[config.mk]
export PLATFORM = sky130hd
export DESIGN_NAME = sk9822_receiver_flat
export DESIGN_NICKNAME = d
export VERILOG_FILES = /design/src/rtl/sk9822_receiver_if.sv /design/src/rtl/sk9822_receiver.sv /design/src/flat_wrapper.sv
export SDC_FILE = /design/constraint.sdc
export NUM_CORES = 1
export LEC_CHECK = 0
export ABC_CLOCK_PERIOD_IN_PS = 6200
export BUFFER_PORTS_ARGS = -buffer_cell sky130_fd_sc_hd__buf_2
export CAP_MARGIN = 20
export CELL_PAD_IN_SITES_DETAIL_PLACEMENT = 0
export CELL_PAD_IN_SITES_GLOBAL_PLACEMENT = 1
export CORE_AREA = 10 10 208 210
export CTS_CLUSTER_DIAMETER = 50
export CTS_CLUSTER_SIZE = 30
export DETAILED_ROUTE_END_ITERATION = 6
export DIE_AREA = 0 0 218 220
export MAX_ROUTING_LAYER = met4
export PLACE_DENSITY_LB_ADDON = 0.25
export SLEW_MARGIN = 10
export SYNTH_ARGS = -nofsm -noshare
export SYNTH_HDL_FRONTEND = slang
export SYNTH_SLANG_ARGS = --single-unit
[constraint.sdc]
create_clock -name wb_clk -period 6.2 [get_ports wb_clk]
set_input_delay 0.62 -clock wb_clk [delete_from_list [all_inputs] [get_ports wb_clk]]
set_output_delay 0.62 -clock wb_clk [all_outputs]
set_load 0.03 [all_outputs]
[src/rtl/sk9822_receiver_if.sv]
// Wishbone data-bus bundle for the SK9822 receiver.
// The CPU side is the master; the receiver is the slave.
interface sk9822_receiver_if;
  logic        cyc;
  logic        we;
  logic [31:0] adr;
  logic [31:0] dat;
  logic        ack;
  logic [31:0] rdt;

  modport master (output cyc, we, adr, dat, input ack, rdt);
  modport slave  (input cyc, we, adr, dat, output ack, rdt);
endinterface

[src/rtl/sk9822_receiver.sv]
// SK9822/APA102 string receiver: rebuilds start/LED/end frames from an external
// clock/data pair and exposes the captured LED words over Wishbone.
module sk9822_receiver #(
  parameter logic [7:0] ADDR    = 8'h00,
  parameter int         NLEDS   = 12,
  parameter int         TIMEOUT = 1024
) (
  input  logic                wb_clk,
  input  logic                wb_rst,
  sk9822_receiver_if.slave    bus,
  input  logic                led_ck,
  input  logic                led_data,
  output logic                frame_irq
);

  localparam int          IW     = $clog2(TIMEOUT + 1);
  localparam logic [3:0]  NLEDS4 = 4'(NLEDS);

  typedef enum logic {
    HUNT  = 1'b0,
    FRAME = 1'b1
  } state_e;

  logic [2:0]    ckSync_q;
  logic [1:0]    dataSync_q;

  logic [31:0]   shift_q, shift_d;
  logic [4:0]    bitCnt_q, bitCnt_d;
  logic [IW-1:0] idleCnt_q, idleCnt_d;
  state_e        state_q, state_d;
  logic [3:0]    ledIdx_q, ledIdx_d;
  logic [15:0]   frameCnt_q, frameCnt_d;
  logic [7:0]    errCnt_q, errCnt_d;
  logic [3:0]    lastCnt_q, lastCnt_d;
  logic          irq_q, irq_d;
  logic          ack_q, ack_d;
  logic [31:0]   rdt_q, rdt_d;

  logic [31:0]   ram_q [NLEDS];

  logic          sample;
  logic          dataBit;
  logic [31:0]   shiftNext;
  logic          sel;
  logic [3:0]    wordIdx;
  logic          busStart;
  logic          clrReq;
  logic          timeoutHit;
  logic          ramWe;
  logic [31:0]   status;
  logic [31:0]   readData;
  logic          unusedBus;

  // Clock and data go through identical 2-FF chains so the sampled bit lines up with its edge.
  always_ff @(posedge wb_clk) begin
    if (!wb_rst) begin
      ckSync_q   <= '0;
      dataSync_q <= '0;
    end else begin
      ckSync_q   <= {ckSync_q[1:0], led_ck};
      dataSync_q <= {dataSync_q[0], led_data};
    end
  end

  assign sample    = ckSync_q[1] & ~ckSync_q[2];
  assign dataBit   = dataSync_q[1];
  assign shiftNext = {shift_q[30:0], dataBit};

  assign sel        = (bus.adr[31:24] == ADDR);
  assign wordIdx    = bus.adr[5:2];
  assign busStart   = bus.cyc & sel & ~ack_q;
  assign clrReq     = busStart & bus.we & (wordIdx == 4'd15);
  assign timeoutHit = ~sample & (idleCnt_q == IW'(TIMEOUT - 1));
  assign unusedBus  = ^{bus.dat, bus.adr[23:6], bus.adr[1:0]};

  assign status = {frameCnt_q, errCnt_q, 3'b000, (state_q == FRAME), lastCnt_q};

  always_comb begin
    readData = '0;
    if (wordIdx < NLEDS4) begin
      readData = ram_q[wordIdx];
    end else if (wordIdx == 4'd14) begin
      readData = status;
    end
  end

  // Next-state logic: a bus clear overrides everything, then timeout, then bit decoding.
  always_comb begin
    shift_d    = shift_q;
    bitCnt_d   = bitCnt_q;
    idleCnt_d  = idleCnt_q;
    state_d    = state_q;
    ledIdx_d   = ledIdx_q;
    frameCnt_d = frameCnt_q;
    errCnt_d   = errCnt_q;
    lastCnt_d  = lastCnt_q;
    irq_d      = 1'b0;
    ramWe      = 1'b0;

    if (sample) begin
      shift_d   = shiftNext;
      bitCnt_d  = bitCnt_q + 5'd1;
      idleCnt_d = '0;
    end else if (idleCnt_q != IW'(TIMEOUT)) begin
      idleCnt_d = idleCnt_q + IW'(1);
    end

    if (clrReq) begin
      frameCnt_d = '0;
      errCnt_d   = '0;
      lastCnt_d  = '0;
      state_d    = HUNT;
    end else if (timeoutHit) begin
      state_d  = HUNT;
      bitCnt_d = '0;
    end else if (sample) begin
      case (state_q)
        HUNT: begin
          if (shiftNext == 32'h0000_0000) begin
            state_d  = FRAME;
            bitCnt_d = '0;
            ledIdx_d = '0;
          end
        end
        FRAME: begin
          if (bitCnt_q == 5'd31) begin
            // The all-ones test must precede the header test: an end frame also starts with 111.
            if (shiftNext == 32'h0000_0000) begin
              ledIdx_d = '0;
            end else if (shiftNext == 32'hFFFF_FFFF) begin
              lastCnt_d  = ledIdx_q;
              frameCnt_d = frameCnt_q + 16'd1;
              irq_d      = 1'b1;
              state_d    = HUNT;
            end else if (shiftNext[31:29] == 3'b111) begin
              ramWe = (ledIdx_q < NLEDS4);
              if (ledIdx_q != 4'd15) begin
                ledIdx_d = ledIdx_q + 4'd1;
              end
            end else begin
              if (errCnt_q != 8'hFF) begin
                errCnt_d = errCnt_q + 8'd1;
              end
              state_d = HUNT;
            end
          end
        end
        default: state_d = HUNT;
      endcase
    end
  end

  always_comb begin
    ack_d = busStart;
    rdt_d = (busStart & ~bus.we) ? readData : 32'h0000_0000;
  end

  always_ff @(posedge wb_clk) begin
    if (!wb_rst) begin
      shift_q    <= '0;
      bitCnt_q   <= '0;
      idleCnt_q  <= '0;
      state_q    <= HUNT;
      ledIdx_q   <= '0;
      frameCnt_q <= '0;
      errCnt_q   <= '0;
      lastCnt_q  <= '0;
      irq_q      <= 1'b0;
      ack_q      <= 1'b0;
      rdt_q      <= '0;
    end else begin
      shift_q    <= shift_d;
      bitCnt_q   <= bitCnt_d;
      idleCnt_q  <= idleCnt_d;
      state_q    <= state_d;
      ledIdx_q   <= ledIdx_d;
      frameCnt_q <= frameCnt_d;
      errCnt_q   <= errCnt_d;
      lastCnt_q  <= lastCnt_d;
      irq_q      <= irq_d;
      ack_q      <= ack_d;
      rdt_q      <= rdt_d;
    end
  end

  // RAM keeps its contents across reset; a same-cycle bus read sees the old word.
  always_ff @(posedge wb_clk) begin
    if (wb_rst && ramWe) begin
      ram_q[ledIdx_q] <= shiftNext;
    end
  end

  assign bus.ack   = ack_q;
  assign bus.rdt   = rdt_q;
  assign frame_irq = irq_q;

endmodule

[src/flat_wrapper.sv]
// flat-port wrapper written by rule: the top's interface ports become plain ports
module sk9822_receiver_flat 
#(
  parameter logic [7:0] ADDR    = 8'h00,
  parameter int         NLEDS   = 12,
  parameter int         TIMEOUT = 1024
)
  (wb_clk, wb_rst, led_ck, led_data, frame_irq, bus_cyc, bus_we, bus_adr, bus_dat, bus_ack, bus_rdt);
  sk9822_receiver_if bus_i ();
  input  logic wb_clk;
  input  logic wb_rst;
  input  logic led_ck;
  input  logic led_data;
  output logic frame_irq;
  input wire logic [$bits(bus_i.cyc)-1:0] bus_cyc;
  input wire logic [$bits(bus_i.we)-1:0] bus_we;
  input wire logic [$bits(bus_i.adr)-1:0] bus_adr;
  input wire logic [$bits(bus_i.dat)-1:0] bus_dat;
  output wire logic [$bits(bus_i.ack)-1:0] bus_ack;
  output wire logic [$bits(bus_i.rdt)-1:0] bus_rdt;
  assign bus_i.cyc = bus_cyc;
  assign bus_i.we = bus_we;
  assign bus_i.adr = bus_adr;
  assign bus_i.dat = bus_dat;
  assign bus_ack = bus_i.ack;
  assign bus_rdt = bus_i.rdt;
  sk9822_receiver #(.ADDR(ADDR), .NLEDS(NLEDS), .TIMEOUT(TIMEOUT)) u_core (.wb_clk(wb_clk), .wb_rst(wb_rst), .bus(bus_i), .led_ck(led_ck), .led_data(led_data), .frame_irq(frame_irq));
endmodule
==> flow_metrics.tcl <==
set metrics [dict create \
    die_y_um 220 \
    ys.warnings.count 0 \
    async_reset_ff_share_pct 0 \
    dr.pass1.iters 5 \
    clkSinkCount 503 \
    antenna_cells 0 \
    r2r-end "u_core.ram_q[10][23]" \
    hpwl_mm 24.2 \
    final_common_cell "edfxtp_1" \
    clkTransAtPathRegs_ns 0.08 \
    gp_congestion 0.795 \
    dr_total_vias 10320 \
    finalHoldViolations 0 \
    rsz0062_at_grt "no" \
    cts_setup_buffers 0 \
    cts_root_buf "clkbuf_16" \
    use_met2_pct 29.3 \
    cpPeakStageDelay_ns 0.65 \
    p_per_area_mw_per_mm2 305 \
    multi_input_area_mm2 0.00513 \
    grt_pass1_vias 10482 \
    antenna_found_initial 0 \
    worst_ep_arrival_time_ns 3.92 \
    fp-row-count 73 \
    drive_above_1_share_pct 21.4 \
    crit_fanout 47 \
    cts.repair.resized 0 \
    synthCells 1164 \
    path_cells "buf_4 > nand3_1 > nor4_1 > nor2_1 > nand4_4 > nor3b_1 > and2_2 > buf_4" \
    die_area_mm2 0.0480 \
    worstHoldEndpoint "u_core.dataSync_q[0]" \
    whs_ns 0.265 \
    met3_usage_pct 2.63 \
    worst_pin_slew_ns 1.09 \
    totalWireLength_mm 42.1 \
    min_from "led_data" \
    vias_per_cell 5.82 \
    r2r_slack_ns 2.66 \
    drt_iter0_drc 866 \
    use_met1_pct 24.5 \
    cp_common_cell "buf_4" \
    holdPathStages 2 \
    insertion_delay_ns 0.57 \
    drc_errors 0 \
    gr-total-overflow 0 \
    skew_ns 0.0191 \
    htreeDepth 2 \
    die_x_um 218 \
    min_period_over_period_pct 59.3 \
    hold_class "in -> reg" \
    grt_max_degree 52 \
    slew_headroom_pct 27.1 \
    slew_violations 0 \
    synth_seq_cells 503 \
    cts.path.max_buffers 3 \
    num-fill-cells 3072 \
    syn_nets 1244 \
    pin_count 104 \
    layout_common_cells "edfxtp_1 (384), dfxtp_1 (119), nor2_1 (105), mux4_2 (96), nand2_1 (91)" \
    hold_buffers 0 \
    seq_area_mm2 0.0139 \
    fin_nets 1298 \
    cts_tree "built" \
    area_growth_syn_to_layout_pct 12.0 \
    syn_area_mm2 0.0193 \
    outcome "complete, no violations" \
    fmax_mhz 272 \
    setup_viol 0 \
    yosysUniqueCellTypes 53 \
    cp_slowest_cell "and2_2" \
    start_util_pct 49.2 \
    endpoint_kind "flip-flop" \
    pre_cts_slack_ns 1.89 \
    cts-buffers-inserted 41 \
    io_buffers 51 \
    grtUsageTotal_pct 18.4 \
    reg2regPathDepth 7 \
    synth_ff_type "edfxtp_1" \
    post_drt_wl_per_cell_um 23.8 \
    syn_avg_cell_area_um2 16.6 \
    ys_seq_area_share_pct 72.0 \
    place_inst 1700 \
    coreArea_mm2 0.0393 \
    cp-start-kind "input port" \
    finalSetupTns_ns 0 \
    ir_worst_vdd_v 0.000252 \
    synth_edf_count 384 \
    antenna_left 0 \
    finalWorstSetupSlack_ns 2.52 \
    max_cap_violations 0 \
    min_period_ns 3.68 \
    gr-max-usage-layer "met2" \
    fin_cells 1773 \
    worstPathRequired_ns 6.44 \
    setup.worst_path.class "in -> reg" \
    r2r_start "u_core.shift_q[23]" \
    p_leak_uw 0.00715 \
    grt_pass1_wl_mm 64.8 \
]
[report_power, final]
| part | total, uW | switching [uW] | internal (uW) | leakage [uW] |
|---|---|---|---|---|
| Clock | 2820 | 1300 | 1530 | 0.000720 |
| Sequential | 3580 | 5.20 | 3580 | 0.00449 |
| Combinational | 201 | 113 | 88.0 | 0.00194 |
| Total | 6610 | 1420 | 5190 | 0.00715 |
[cell usage after synthesis (3+ instances only)]
cell type    n  area share [%]
nand2b_1     3           0.097
edfxtp_1   384              60
buf_6        4            0.23
xnor2_1     12            0.54
nand2_1     91             1.8
nor2_1     106             2.1
or3_1        7            0.23
a21oi_1     48             1.2
dfxtp_1    119              12
inv_1       10            0.19
o211ai_1     3            0.12
and3_1      10            0.32
or4_1        3            0.12
a31oi_1      3           0.097
nor4b_1      5            0.23
or4_4        3            0.17
nor3_1       7            0.18
clkbuf_1    35            0.68
xor2_1      10            0.45
mux2i_1     37             1.9
ha_1        10            0.65
nor2b_1      3           0.097
nor4_1      15            0.49
buf_1        6            0.12
nand4_1     20            0.65
a221oi_1    29             1.3
and2_1      14            0.45
mux4_2      96              11
o21ai_0      9            0.23
buf_2       14            0.36
nand3_1     21            0.54
[state kept, by name (all words and copies together), names as in the netlist]
signal	flops
u_core.bus.rdt	32
u_core.frame_irq	1
u_core.ledIdx_q	4
u_core.shift_q	31
u_core.ram_q	384
u_core.errCnt_q	8
u_core.dataSync_q	2
u_core.frameCnt_q	16
u_core.idleCnt_q	11
u_core.bitCnt_q	5
u_core.ckSync_q	3
u_core.bus.ack	1
u_core.lastCnt_q	4
u_core.state_q	1
[through the flow]
| step | util (%) | power, uW | instance area, um^2 |
|---|---|---|---|
| 5_1_grt | 55.1 | 6810 | 21600 |
| 3_3_place_gp | 51.3 | 3860 | 20200 |
| 6_report | 55.1 | 6610 | 21600 |
| 4_1_cts | 55.1 | 6670 | 21600 |
| 3_5_place_dp | 51.3 | 3860 | 20200 |
| 2_1_floorplan | - | 3810 | 19300 |
[metal layers]
| layer | routed length (um) | part of all wire, % | up-vias |
|---|---|---|---|
| met4 | 925 | 2.2 | 0 |
| li1 | - | - | 4660 |
| met1 | 18700 | 44 | 5387 |
| met2 | 20700 | 49 | 221 |
| met3 | 1820 | 4.3 | 52 |
| met5 | 0 | 0 | - |
[how the worst max path moves through the flow]
stage | slack (ns) | cells after the start | from | end
after floorplan | 0.74 | 6 | bus_adr[4] | u_core.ram_q[0][0]
after global placement | 1.90 | 8 | bus_adr[3] | u_core.ram_q[10][20]
after detailed placement | 1.89 | 8 | bus_adr[3] | u_core.ram_q[10][20]
after CTS | 2.48 | 8 | bus_adr[3] | u_core.ram_q[10][23]
after global routing | 2.24 | 8 | bus_adr[3] | u_core.ram_q[10][23]
final | 2.52 | 8 | bus_adr[3] | u_core.ram_q[10][23]
[cells by family (layout without fill, tap and decap cells)]
group	after synthesis	count (layout)	synth area share [%]
xor+xnor	22	22	0.997
flops	503	503	72.0
buf+inv	72	156	1.68
simple gates	321	321	8.03
mux	134	134	13.2
fa+ha+maj	10	10	0.648
compound gates	102	102	3.45
[area by class of cell]
| class | count | share of cell area [%] |
|---|---|---|
| Sequential cell | 503 | 64.3 |
| Timing Repair Buffer | 72 | 1.95 |
| Tap cell | 525 | 3.04 |
| Clock buffer | 44 | 4.94 |
| Multi-Input combinational cell | 589 | 23.7 |
| Inverter | 11 | 0.191 |
| Clock inverter | 29 | 1.89 |
[critical path, delay by kind of cell]
kind / cells / cell delay, ns
AND/OR/NAND/NOR: 6 / 2.49
buffers and inverters: 2 / 0.69
(Power assumes the default switching activity.)
